--- src/rtl/ir_fetch_sequencer.sv ---
// ir_fetch_sequencer
//   Fetches one 16-bit instruction into IR, one byte at a time. The block owns
//   the program counter and reads memory over a req/ack byte handshake. IR is
//   cleared first, then the low byte is loaded, then the high byte.
//   A byte that is not acknowledged within TIMEOUT request cycles parks the
//   sequencer in a fault state until FaultClr.
//
// Ports
//   Clock, Reset          rising-edge clock, asynchronous active-high reset
//   Start                 request one instruction fetch (IDLE only)
//   BranchEn, BranchAddr  load PC from BranchAddr (IDLE only)
//   FaultClr              leave the fault state
//   MemReq, MemAddr       byte read request and address (= PC)
//   MemAck, MemData       read data valid and read byte
//   IR_E, IR_FunSel       IR enable and function (00 clear, 01 load)
//   IR_LH, IR_Input       IR half select and byte to load
//   PC                    current program counter
//   Busy, Done, Fault     status: not idle, 1-cycle fetch complete, faulted

module ir_fetch_sequencer #(
   parameter int unsigned       ADDR_W   = 16,
   parameter logic [ADDR_W-1:0] RESET_PC = '0,
   parameter int unsigned       TIMEOUT  = 15
) (
   input  logic              Clock,
   input  logic              Reset,
   input  logic              Start,
   input  logic              BranchEn,
   input  logic [ADDR_W-1:0] BranchAddr,
   input  logic              FaultClr,
   output logic              MemReq,
   output logic [ADDR_W-1:0] MemAddr,
   input  logic              MemAck,
   input  logic [7:0]        MemData,
   output logic              IR_E,
   output logic [1:0]        IR_FunSel,
   output logic              IR_LH,
   output logic [7:0]        IR_Input,
   output logic [ADDR_W-1:0] PC,
   output logic              Busy,
   output logic              Done,
   output logic              Fault
);

   typedef enum logic [2:0] {
      StIdle,
      StClear,
      StReqLo,
      StReqHi,
      StDone,
      StFault
   } state_e;

   localparam logic [7:0]        TimeoutLim = 8'(TIMEOUT);
   localparam logic [ADDR_W-1:0] PcOne      = {{(ADDR_W-1){1'b0}}, 1'b1};

   state_e            state_q, state_d;
   logic [ADDR_W-1:0] pc_q, pc_d;
   logic [7:0]        tmo_q, tmo_d;
   logic [7:0]        tmo_inc;

   assign tmo_inc = tmo_q + 8'd1;
   assign PC      = pc_q;
   assign Busy    = (state_q != StIdle);

   always_ff @(posedge Clock or posedge Reset) begin
      if (Reset) begin
         state_q <= StIdle;
         pc_q    <= RESET_PC;
         tmo_q   <= 8'd0;
      end else begin
         state_q <= state_d;
         pc_q    <= pc_d;
         tmo_q   <= tmo_d;
      end
   end

   always_comb begin
      state_d   = state_q;
      pc_d      = pc_q;
      tmo_d     = tmo_q;
      MemReq    = 1'b0;
      MemAddr   = '0;
      IR_E      = 1'b0;
      IR_FunSel = 2'b00;
      IR_LH     = 1'b0;
      IR_Input  = 8'h00;
      Done      = 1'b0;
      Fault     = 1'b0;

      unique case (state_q)
         StIdle: begin
            // A branch and a start in the same cycle fetch from the branch target.
            if (BranchEn) pc_d = BranchAddr;
            if (Start) state_d = StClear;
         end
         StClear: begin
            IR_E      = 1'b1;
            IR_FunSel = 2'b00;
            tmo_d     = 8'd0;
            state_d   = StReqLo;
         end
         StReqLo, StReqHi: begin
            MemReq  = 1'b1;
            MemAddr = pc_q;
            if (MemAck) begin
               // Ack is honoured in the same cycle: the byte goes straight to IR.
               IR_E      = 1'b1;
               IR_FunSel = 2'b01;
               IR_LH     = (state_q == StReqHi);
               IR_Input  = MemData;
               pc_d      = pc_q + PcOne;
               tmo_d     = 8'd0;
               state_d   = (state_q == StReqHi) ? StDone : StReqHi;
            end else begin
               // PC stays on the unacknowledged byte if this times out.
               tmo_d = tmo_inc;
               if (tmo_inc >= TimeoutLim) state_d = StFault;
            end
         end
         StDone: begin
            Done    = 1'b1;
            state_d = StIdle;
         end
         StFault: begin
            Fault = 1'b1;
            if (FaultClr) state_d = StIdle;
         end
         default: state_d = StIdle;
      endcase
   end

endmodule

--- config.mk ---
export PLATFORM = sky130hd
export DESIGN_NAME = ir_fetch_sequencer
export DESIGN_NICKNAME = d
export VERILOG_FILES = /design/src/rtl/ir_fetch_sequencer.sv
export SDC_FILE = /design/constraint.sdc
export NUM_CORES = 1
export LEC_CHECK = 0
export CAP_MARGIN = 40
export CORE_ASPECT_RATIO = 1.5
export CORE_MARGIN = 5
export CORE_UTILIZATION = 46
export DETAILED_ROUTE_END_ITERATION = 12
export GPL_TIMING_DRIVEN = 0
export PLACE_DENSITY = 0.95
export SYNTH_ARGS = -nofsm -noshare
export SYNTH_HDL_FRONTEND = slang
export SYNTH_SLANG_ARGS = --single-unit
--- constraint.sdc ---
create_clock -name Clock -period 5.4 [get_ports Clock]
set_input_delay 1.08 -clock Clock [delete_from_list [all_inputs] [get_ports Clock]]
set_output_delay 1.08 -clock Clock [all_outputs]
set_load 0.02 [all_outputs]
==> out/qor.yml, run 1 <==
gp_congestion: 0.854
max_freq_mhz: 260
layout_commonest_cell: "clkdlybuf4s50_1"
power_density_nw_per_um2: 567
antenna_cells: 0
clk_path_buf_depth: 2
synth.distinct_cells: 42
drive_above_1_share_pct: 4.82
globalRouteTotalUtil_pct: 22.8
slew_headroom_pct: 66.4
wl_met1_mm: 2.14
tightest_slew_ns: 0.504
numPortBuffers: 76
synthCells: 230
rsz0062_at_grt: "false"
p_leak_nw: 1.13
synth_adder_area_share_pct: 2.06
crit_fanout: 10
crit_path_end_kind: "output port"
wl_mm: 5.78
timing.hold.ws_ns: 0.530
async_flop_share_pct: 100
cts-root-buf: "clkbuf_8"
htreeDepth: 1
grt_pass1_wl_mm: 9.52
place_hpwl_mm: 4.40
antenna_found_initial: 0
post_cts_resized: 0
dieHeight_um: 87.2
synth_compound_area_share_pct: 22.3
start_util_pct: 46.9
drt-vias-per-instance: 5.97
seq_area_frac_synth_pct: 37.0
clock_latency_ns: 0.28
cts_buffers: 3
setup_tns_ns: 0
synth_mux_area_share_pct: 1.37
die-area_sq_um: 5350
maxSlewViolCount: 0
cts_tree: "yes"
synth_edf_count: 0
timing.final.crit_share_pct: 71.3
antenna_left: 0
min_path_type: "flip-flop to flip-flop"
min_period_ns: 3.85
synth_top_family_by_area: "simple AND/OR/NAND/NOR gates"
area_delta_synth_final_pct: 48.7
crit_arrival_ns: 2.77
cap_violations: 0
final_cell_mix: "clkdlybuf4s50_1 (76), dfrtp_1 (27), nand2_1 (26), a21oi_1 (26), o21ai_0 (21)"
drt_first_iter_violations: 146
yosysWarnings: 0
status: "completed"
grt_max_degree: 19
syn-num-nets: 263
clkTransAtPathRegs_ns: 0.10
wl_met2_mm: 3.14
final-hold-violation-count: 0
avgRoutedWirePerCell_um: 16.2
vias: 2125
timing.final.setup_violations: 0
cp.required_ns: 4.32
dpl_cell_area_sq_um: 2670
drc_errors: 0
highest_layer: "met4"
first_global_vias: 2094
crit_type: "primary input to output port"
syn_area_per_cell_sq_um: 7.94
synthXorXnorAreaFrac_pct: 2.40
nets: 345
synth_area_sq_um: 1830
yosys_register_bits: 27
fin_skew_ns: 0.00231
vdd_drop_max_mv: 0.385
row_count: 28
first_pass_iters: 4
dr_wl_met3_um: 382
post_cts_buffers: 0
hold_buffers: 0
reg2reg_depth: 6
overflow: 0
dominantRegCellSynth: "dfrtp_1"
stdcell_area_sq_um: 2720
pin_count: 78
core_area_sq_um: 3890
die_x_um: 61.4
clock_sink_count: 27
synthSimpleGateAreaFrac_pct: 29.6
hold_depth: 2
start_kind: "primary input"
final_util_pct: 69.8
## path summary, 6_finish.rpt
| kind | startpoint | to | slack [ns] |
|---|---|---|---|
| worst min-delay path | tmo_q[7]$_DFFE_PP0P_ | tmo_q[7]$_DFFE_PP0P_ | 0.53 |
| worst max-delay path | MemAck | IR_FunSel[0] | 1.55 |
| worst max register to register | tmo_q[0]$_DFFE_PP0P_ | state_q[0]$_DFFE_PP0P_ | 3.28 |
| worst min register to register | tmo_q[7]$_DFFE_PP0P_ | tmo_q[7]$_DFFE_PP0P_ | 0.53 |
| max in group asynchronous | Reset | PC[1]$_DFFE_PP0P_ | 3.84 |
| min in group asynchronous | Reset | tmo_q[2]$_DFFE_PP0P_ | 1.11 |
## sequential cells by signal, indices dropped and copies added (netlist names)
signal	cells
PC	16
tmo_q	8
state_q	3
## kinds of logic after synthesis
kind of cell               count (synthesis)
and+or+nand+nor                          101
DFF                                       27
adders and majority gates                  3
AOI/OAI and AO/OA                         68
other                                      1
muxes                                      2
buffers and inverters                     23
xor gates and xnor gates                   5
## synth_stat cells, types with 3 or more instances
cell,instances,area [sq um]
nand3_1,11,55.1
ha_1,3,37.5
nor2_1,15,56.3
and2_1,13,81.3
nand2_1,26,97.6
and3_1,12,75.1
inv_1,9,33.8
o2bb2ai_1,3,26.3
nand4_1,7,43.8
nand2b_1,4,25.0
a2bb2oi_1,6,52.6
xor2_1,3,26.3
a21oi_1,26,130
clkbuf_1,10,37.5
o21ai_0,21,105
dfrtp_1,27,676
o22ai_1,5,31.3
## metal layers
layer,global-route usage (%),up-vias
met5,0,-
met1,27.1,1023
met4,9.46,0
met3,3.26,15
met2,39.6,105
li1,-,982
## critical path, cell delays in order
cell and delay [ns]:
clkdlybuf4s50_1 0.50, clkbuf_1 0.29, inv_1 0.14, nor2_1 0.14, clkdlybuf4s50_1 0.62
## report_power, final
group	internal (mW)	switching, mW	total, mW
sequential	0.281	0.119	0.400
combinational	0.460	0.561	1.02
clock	0.0530	0.0665	0.120
total	0.794	0.746	1.54
## metrics by stage
| step | worst slack [ns] | power (mW) | cells |
|---|---|---|---|
| floorplan | 2.67 | 0.971 | 230 |
| global placement | 1.60 | 1.39 | 351 |
| detailed placement | 1.58 | 1.41 | 352 |
| CTS | 1.56 | 1.54 | 356 |
| global route | 1.41 | 1.65 | 356 |
| finish | 1.55 | 1.54 | 356 |
## layout make-up
class	instances	area (sq um)
buffer	13	55.1
clock buffer	4	45.0
fill	305	1170
inverter	10	37.5
multi-input combinational	180	1060
sequential	27	676
tap	45	56.3
timing repair buffer	77	788
(Power assumes the default switching activity.)
==> run 2: changes to the inputs <==
Settings changed: CORE_UTILIZATION 46 to 38, PLACE_DENSITY 0.95 to 0.85.
Clock period 5.4 ns to 3.11 ns, I/O delays scaled along.
==> run 2 against run 1 <==
Net effect:
- critical path type is now flip-flop to output port
- register-to-register slack got worse by 2.3 ns
- first-iteration DRC count decreased by 34%
- die area increased by 18%
==> out/qor.yml, run 2 (same netlist as run 1, synthesis figures left out) <==
status: "completed"  # unchanged
r2r-end: "state_q[0]$_DFFE_PP0P_"  # unchanged
min_period_ns: 2.93
first_global_vias: 2059  # was 2094
hold_depth: 2  # unchanged
largest_reg_flops: 16  # unchanged
antenna_left: 0  # unchanged
cp.required_ns: 2.49  # was 4.32 ns
cts_buffers: 3  # unchanged
dieHeight_um: 94.9  # was 87.2 um
vdd_drop_max_mv: 0.416  # was 0.385 mV
final-hold-violation-count: 0  # unchanged
place_hpwl_mm: 4.48  # was 4.40 mm
drt-vias-per-instance: 5.47  # was 5.97
area_delta_synth_final_pct: 50.0  # was 48.7%
hold_path_end: "tmo_q[7]$_DFFE_PP0P_"  # unchanged
layout_commonest_cell: "clkdlybuf4s50_1"  # unchanged
use_met2_pct: 34.3  # was 39.6%
p_leak_nw: 1.14  # was 1.13 nW
min_path_type: "flip-flop to flip-flop"  # unchanged
slew_headroom_pct: 61.4  # was 66.4%
fin_skew_ns: 0.0117  # was 0.00231 ns
clk_path_buf_depth: 2  # unchanged
r2r_slack_ns: 0.98  # was 3.28 ns
gp_congestion: 0.950  # was 0.854
cts-root-buf: "clkbuf_8"  # unchanged
first_pass_iters: 4  # unchanged
crit_arrival_ns: 2.31  # was 2.77 ns
setup_tns_ns: 0  # unchanged
start_kind: "flip-flop"  # was primary input
hold_start: "tmo_q[7]$_DFFE_PP0P_"  # unchanged
final_cell_mix: "clkdlybuf4s50_1 (76), dfrtp_1 (27), nand2_1 (26), a21oi_1 (26), o21ai_0 (21)"  # unchanged
crit_path_end_kind: "output port"  # unchanged
htreeDepth: 1  # unchanged
timing.final.setup_violations: 0  # unchanged
drt_first_iter_violations: 96  # was 146
maxSlewViolCount: 0  # unchanged
met1_usage_pct: 21.2  # was 27.1%
reg2reg_depth: 6  # unchanged
overflow: 0  # unchanged
nets: 345  # unchanged
stdcell_count: 377  # was 356
stdcell_area_sq_um: 2740  # was 2720 sq um
rsz0062_at_grt: "false"  # unchanged
crit_fanout: 10  # unchanged
met3_usage_pct: 2.26  # was 3.26%
crit_type: "flip-flop to output port"  # was primary input to output port
cap_violations: 0  # unchanged
die_x_um: 66.6  # was 61.4 um
cts_tree: "yes"  # unchanged
dp_slack_ns: 0.212  # was 1.58 ns
start_util_pct: 38.6  # was 46.9%
pin_count: 78  # unchanged
post_cts_buffers: 0  # unchanged
core_area_sq_um: 4730  # was 3890 sq um
rr_startpoint: "tmo_q[0]$_DFFE_PP0P_"  # unchanged
clkTransAtPathRegs_ns: 0.09  # was 0.10 ns
setup_slack_ns: 0.178  # was 1.55 ns
wl_mm: 5.72  # was 5.78 mm
dp.cells: 373  # was 352
drive_above_1_share_pct: 6.43  # was 4.82%
row_count: 31  # was 28
power_density_nw_per_um2: 979  # was 567 nW/um^2
clock_latency_ns: 0.28  # about the same
drc_errors: 0  # unchanged
busiest_layer: "met2"  # unchanged
timing.final.crit_share_pct: 94.3
globalRouteTotalUtil_pct: 18.3  # was 22.8%
antenna_cells: 0  # unchanged
fin_total_pwr_mw: 2.68  # was 1.54 mW
avgRoutedWirePerCell_um: 15.2  # was 16.2 um
vias: 2062  # was 2125
numPortBuffers: 76  # unchanged
dpl_cell_area_sq_um: 2680  # was 2670 sq um
antenna_found_initial: 0  # unchanged
tightest_slew_ns: 0.579  # was 0.504 ns
grt_pass1_wl_mm: 9.25  # was 9.52 mm
grt_max_degree: 16  # was 19
die-area_sq_um: 6320  # was 5350 sq um
clock_sink_count: 27  # unchanged
max_freq_mhz: 341
## run 2: changes by cell type in the layout (fill, tap and decap cells not counted)
cell and delta:
clkinv_1 -1, clkinv_2 +1, buf_8 +1, clkbuf_1 -4
clkbuf_2 +3, buf_16 -1, clkinvlp_4 +1
## run 2: what timing repair did
item                                    4_1_cts  5_1_grt
hold buffers                                  0        0
endpoints found under the setup margin        0       17
resized for setup                             0        7
## run 2: worst max path at each step
| stage | start | endpoint | cells after the start |
|---|---|---|---|
| 2_1_floorplan | state_q[2]$_DFFE_PP0P_ | IR_Input[5] | 5 |
| 6_report | state_q[2]$_DFFE_PP0P_ | MemAddr[4] | 6 |
| 3_5_place_dp | MemAck | IR_FunSel[0] | 5 |
| 4_1_cts | state_q[2]$_DFFE_PP0P_ | IR_LH | 6 |
| 5_1_grt | state_q[2]$_DFFE_PP0P_ | IR_Input[3] | 6 |
| 3_3_place_gp | MemAck | IR_FunSel[0] | 5 |
## run 2: area by class of cell
type                       instances  area, sq um
fill                             460         1990
clock buffer                       3         41.3
buffer                            13         58.8
inverter                          10         41.3
timing repair buffer              77          776
multi-input combinational        180         1060
tap                               66         82.6
sequential                        27          676
clock inverter                     1         5.00
## run 2: layer usage
metal  wire length [um]  part of all wire [%]  up-vias
met1               2240                    39      992
met4                 68                   1.2        0
met3                316                   5.5        8
met2               3090                    54       73
met5                  0                     0        -
li1                   -                     -      989
## run 2: power by group
part | switching, mW | total [mW] | leakage (nW) | internal, mW
sequential | 0.203 | 0.691 | 0.325 | 0.488
clock | 0.117 | 0.207 | 0.0255 | 0.0901
combinational | 0.978 | 1.78 | 0.790 | 0.802
total | 1.30 | 2.68 | 1.14 | 1.38
## run 2: worst max-delay path, stage by stage (launching register included)
cell and delay [ns]:
dfrtp_1 0.37, buf_2 0.17, nand2b_1 0.26, clkinvlp_4 0.20, buf_2 0.25, and2_1 0.18, clkdlybuf4s50_1 0.61
## run 2: through the flow
stage                     hold slack (ns)  utilization [%]
final                               0.562             57.9
after detailed placement            0.531             56.7
after floorplan                     0.469                -
after global placement              0.487             56.4
after global routing                0.604             57.9
after CTS                           0.553             57.7
